[config.mk]
export PLATFORM = sky130hd
export DESIGN_NAME = fir_filter_unit
export DESIGN_NICKNAME = d
export VERILOG_FILES = /design/src/rtl/fir_filter_unit.sv
export SDC_FILE = /design/constraint.sdc
export NUM_CORES = 1
export LEC_CHECK = 0
export BUFFER_PORTS_ARGS = -buffer_cell sky130_fd_sc_hd__buf_2
export CAP_MARGIN = 15
export CORE_MARGIN = 5
export CORE_UTILIZATION = 40
export CTS_CLUSTER_DIAMETER = 150
export DETAILED_ROUTE_END_ITERATION = 8
export GPL_TIMING_DRIVEN = 0
export RECOVER_POWER = 50
export SYNTH_ARGS = -nofsm -noshare
export SYNTH_HDL_FRONTEND = slang
export SYNTH_SLANG_ARGS = --single-unit
[constraint.sdc]
create_clock -name clk -period 11.56 [get_ports clk]
set_input_delay 2.312 -clock clk [delete_from_list [all_inputs] [get_ports clk]]
set_output_delay 2.312 -clock clk [all_outputs]
set_load 0.01 [all_outputs]
[src/rtl/fir_filter_unit.sv]
// rtl/fir_filter_unit.sv - time-multiplexed 15-tap symmetric low-pass FIR, one MAC reused per sample frame
// Optional FIR_SYM_FOLD_EN: fold mirrored taps through a pre-adder, 8 MAC cycles per frame instead of 15
module fir_filter_unit #(
  parameter int FRAME_CYCLES = 20,
  parameter int DW           = 8,
  parameter int ACCW         = 18
) (
  input  logic                 clk,
  input  logic                 rst_n,
  input  logic signed [DW-1:0] input_sig,
  input  logic                 ready,
  output logic signed [DW-1:0] filtred_sig
);

  localparam int NTAPS = 15;
  localparam int FCW   = $clog2(FRAME_CYCLES);
  localparam int SW    = ACCW - 6;
`ifdef FIR_SYM_FOLD_EN
  localparam int MAC_CYCLES = 8;
  localparam int PW         = DW + 9;
`else
  localparam int MAC_CYCLES = NTAPS;
  localparam int PW         = DW + 8;
`endif

  localparam logic [FCW-1:0]       FC_LAST    = FCW'(FRAME_CYCLES - 1);
  localparam logic [FCW-1:0]       FC_MAC_END = FCW'(MAC_CYCLES);
  localparam logic signed [SW-1:0] SAT_HI     = SW'((2 ** (DW - 1)) - 1);
  localparam logic signed [SW-1:0] SAT_LO     = SW'(-(2 ** (DW - 1)));

  // Q1.7 coefficients, DC gain 128/128
  function automatic logic signed [7:0] coef(input logic [3:0] k);
    logic signed [7:0] h;
    case (k)
      4'd1, 4'd2, 4'd12, 4'd13: h = -8'sd1;
      4'd3, 4'd11:              h = 8'sd2;
      4'd4, 4'd10:              h = 8'sd8;
      4'd5, 4'd9:               h = 8'sd17;
      4'd6, 4'd8:               h = 8'sd25;
      4'd7:                     h = 8'sd28;
      default:                  h = 8'sd0;
    endcase
    return h;
  endfunction

  logic [FCW-1:0]         fc;
  logic signed [DW-1:0]   x [0:NTAPS-1];
  logic signed [ACCW-1:0] acc;

  logic                   mac_en;
  logic [3:0]             tap_idx;
  logic signed [7:0]      h_k;
  logic signed [PW-1:0]   prod;
  logic signed [ACCW-1:0] mac_term;
`ifdef FIR_SYM_FOLD_EN
  logic signed [DW-1:0]   x_a;
  logic signed [DW-1:0]   x_b;
  logic signed [DW:0]     pre;
`endif

  always_comb begin
    mac_en  = (fc != '0) && (fc <= FC_MAC_END);
    tap_idx = mac_en ? 4'(fc - FCW'(1)) : 4'd0;
    h_k     = coef(tap_idx);
`ifdef FIR_SYM_FOLD_EN
    // centre tap has no mirror partner, so it enters the pre-adder alone
    x_a  = x[tap_idx];
    x_b  = (tap_idx == 4'd7) ? '0 : x[4'd14 - tap_idx];
    pre  = {x_a[DW-1], x_a} + {x_b[DW-1], x_b};
    prod = h_k * pre;
`else
    prod = h_k * x[tap_idx];
`endif
    mac_term = mac_en ? {{(ACCW - PW){prod[PW-1]}}, prod} : '0;
  end

  logic signed [ACCW:0]   rounded;
  logic signed [SW-1:0]   scaled;
  logic signed [DW-1:0]   sat_val;

  always_comb begin
    rounded = {acc[ACCW-1], acc} + (ACCW + 1)'(64);
    scaled  = SW'(rounded >>> 7);
    if (scaled > SAT_HI)
      sat_val = DW'(SAT_HI);
    else if (scaled < SAT_LO)
      sat_val = DW'(SAT_LO);
    else
      sat_val = DW'(scaled);
  end

  always_ff @(posedge clk or negedge rst_n) begin
    if (!rst_n) begin
      fc          <= '0;
      acc         <= '0;
      filtred_sig <= '0;
      for (int i = 0; i < NTAPS; i++) x[i] <= '0;
    end else if (!ready) begin
      // dropping ready abandons any partial frame; the next frame restarts at capture
      fc <= '0;
    end else begin
      fc <= (fc == FC_LAST) ? '0 : fc + FCW'(1);
      if (fc == '0) begin
        for (int i = NTAPS - 1; i > 0; i--) x[i] <= x[i-1];
        x[0] <= input_sig;
        acc  <= '0;
      end else begin
        acc <= acc + mac_term;
      end
      if (fc == FC_LAST) filtred_sig <= sat_val;
    end
  end

endmodule

==> results.toml <==
[run_status]
status = "finished, violations left"
violations = "capacitance limit, slew limit"

[cells_and_area]
fillCellCount = 2378
syn2layout_area_growth_pct = 10.8
nets = 1105
drive_gt1_share_pct = 22.1
diodes = 0
instances_no_fill = 1336

[route]
drt_wl_total_um = 22200
drt_iter0_drc = 438
dr.pass1.iters = 5
post_drt_wl_per_cell_um = 16.6
remaining_drc_errors = 0
via_count = 6986
vias_per_cell = 5.23
postRouteAntennaNets = 0

[logic_synthesis]
async_flop_share_pct = 100
yosys.area.top_type = "dfrtp_1"
synth_ff_type = "dfrtp_1"
synth_common_cells = "dfrtp_1 (151), mux2_2 (129), nor2_1 (92)"
postSynthAreaPerCell_um2 = 10.7
yosys.cell_count.top_type = "dfrtp_1"
synth_seq_cells = 151
synth_adder_area_share_pct = 16.1
synth_compound_area_share_pct = 11.5
synth_top_family_by_area = "adder cells"
synth-seq-area-share_pct = 37.1
netlist_area_um2 = 10200
syn-num-nets = 1067
synth_warnings = 0
synthSimpleGateAreaFrac_pct = 10.6
synthMuxAreaShare_pct = 16.0
synthCells = 955
synth_area_leaders = "dfrtp_1 (37%), mux2_2 (14%), fa_1 (9.8%), ha_1 (6.3%), nor2_1 (3.4%)"
synth_cell_types = 67
synth_enable_flop_cells = 0
synth_top_area_share_pct = 37.1
synth-xor-area-share_pct = 2.91

[global_route]
met1_usage_pct = 23.1
gr-total-overflow = 0
grt_usage_pct = 16.2
grt_max_degree = 82
antenna_found_initial = 0
met2_usage_pct = 25.8
grt_pass1_vias = 7012
busiest_layer = "met2"
grt_pass1_wl_um = 37400
use_met3_pct = 2.94

[clock_network]
post_cts_buffers = 0
cts_resized = 0
numClockSinks = 151
cts_root_buf = "clkbuf_16"
htree_levels = 4
cts_buffers = 17
clock_path_buffers = 2
clk_pin_slew_ns = 0.07
hold_buffers = 0
tritoncts = "done"
clk_latency_ns = 0.43

[critical_path]
worst_setup_path_start_kind = "register"
crit_type = "reg2reg"
worst_setup_path_end_kind = "register"
cp_max_fo = 10
critical-path-max-stage-delay_ns = 0.61
slowest_stage = "a211oi_1"
cp.arrival_ns = 9.91
cp_data_required_time_ns = 11.89

[die]
initial_core_util_pct = 40.5
dieArea_um2 = 28700
die_y_um = 169
dieWidth_um = 169
rows = 58
io_pins = 19
core_um2 = 25100

[sta]
fin_crit_sh_pct = 82.9
finalHoldViolations = 0
skew_ns = 0.0134
rsz0062_at_grt = "no"
tightest_slew_ns = 4.27
slew-limit-headroom_pct = -185
tns_ns = 0
max_freq_ghz = 0.104
report.final.slew_viol_count = 154
layout_min_cycle_time_ns = 9.58
setup_viol = 0

[job]
max_cap_viol_count = 2

[placement]
place_inst = 1304
port_buffers = 18
dpl.hpwl_um = 16600
gp_congestion = 0.807

[hold_path]
min_path_type = "reg2reg"
[flip-flops by register name, indices dropped and copies added, names as in the netlist]
signal       count
filtred_sig      8
x              120
fc               5
acc             18
[cell type report]
cell class / instances / area, um2 / share of cell area [%]
Inverter: 92 / 347 / 3.07
Clock inverter: 14 / 158 / 1.40
Sequential cell: 151 / 3780 / 33.5
Timing Repair Buffer: 19 / 91.3 / 0.810
Clock buffer: 18 / 439 / 3.89
Buffer: 38 / 230 / 2.04
Multi-Input combinational cell: 674 / 5820 / 51.6
Tap cell: 330 / 413 / 3.66
[cell families after synthesis]
kind of cell	after synthesis
AND/OR/NAND/NOR	235
AO/OA/AOI/OAI	159
flip-flops	151
multiplexers	146
buffers and inverters	130
adder cells (fa/ha/maj)	101
XOR/XNOR	33
[metrics by stage]
| step | util, % | hold slack, ns | cell area, um2 | setup slack [ns] |
|---|---|---|---|---|
| after CTS | 45.0 | 0.490 | 11300 | 2.01 |
| final | 44.9 | 0.485 | 11300 | 1.98 |
| after global placement | 42.5 | 0.468 | 10700 | 2.08 |
| after detailed placement | 42.7 | 0.476 | 10700 | 2.04 |
| after global routing | 44.9 | 0.507 | 11300 | 1.31 |
| after floorplan | - | 0.460 | 10200 | 3.28 |
[final timing paths]
| path | startpoint | end | cells past startpoint | slack (ns) |
|---|---|---|---|---|
| max in group asynchronous | rst_n | x[96] | 2 | 2.95 |
| worst min register to register | filtred_sig[6] | filtred_sig[6] | 1 | 0.49 |
| min in group asynchronous | rst_n | x[17] | 1 | 3.18 |
| worst max-delay path | fc[0] | acc[17] | 38 | 1.98 |
| worst min-delay path | filtred_sig[6] | filtred_sig[6] | 1 | 0.49 |
| worst max register to register | fc[0] | acc[17] | 38 | 1.98 |
[metal layers]
| layer | share of wire (%) | wire length (um) | up-vias |
|---|---|---|---|
| li1 | - | - | 3378 |
| met1 | 49 | 11000 | 3481 |
| met2 | 47 | 10400 | 106 |
| met3 | 2.6 | 582 | 21 |
| met4 | 1.3 | 284 | 0 |
| met5 | 0 | 0 | - |
[worst max-delay path, delay by kind of cell (launching register included)]
kind,cells,cell delay [ns]
AO/OA/AOI/OAI,13,3.08
buffers and inverters,9,1.65
flip-flops,1,0.40
XOR/XNOR,2,0.33
adder cells (fa/ha/maj),7,2.95
AND/OR/NAND/NOR,7,1.05
[cell usage in the layout (no fill, tap or decap), types with 4 or more instances in the layout]
master,synthesis,final
inv_8,0,4
a32oi_1,8,8
nor2_1,92,92
clkbuf_1,18,21
nand2b_1,6,6
a211oi_1,12,12
buf_6,9,9
a21oi_1,26,26
buf_2,7,23
xor2_1,14,14
o2bb2ai_1,10,10
nor3_1,14,14
nand2_1,60,60
nor2b_1,12,12
dfrtp_1,151,151
a31oi_1,6,6
o21ai_0,20,20
fa_1,50,50
xnor2_1,18,18
or2_1,11,11
and2_1,4,4
o21a_1,9,9
o211ai_1,4,4
clkbuf_16,0,17
inv_1,89,89
nand3_1,18,18
mux2_2,129,129
and3_1,4,4
mux2i_1,16,16
o22ai_1,18,18
a22oi_2,5,5
ha_1,51,51
a21o_1,13,13
Power is left out: the tool's default activity adds up to more than one toggle a clock period on the data nets, which glitch-free logic cannot reach.
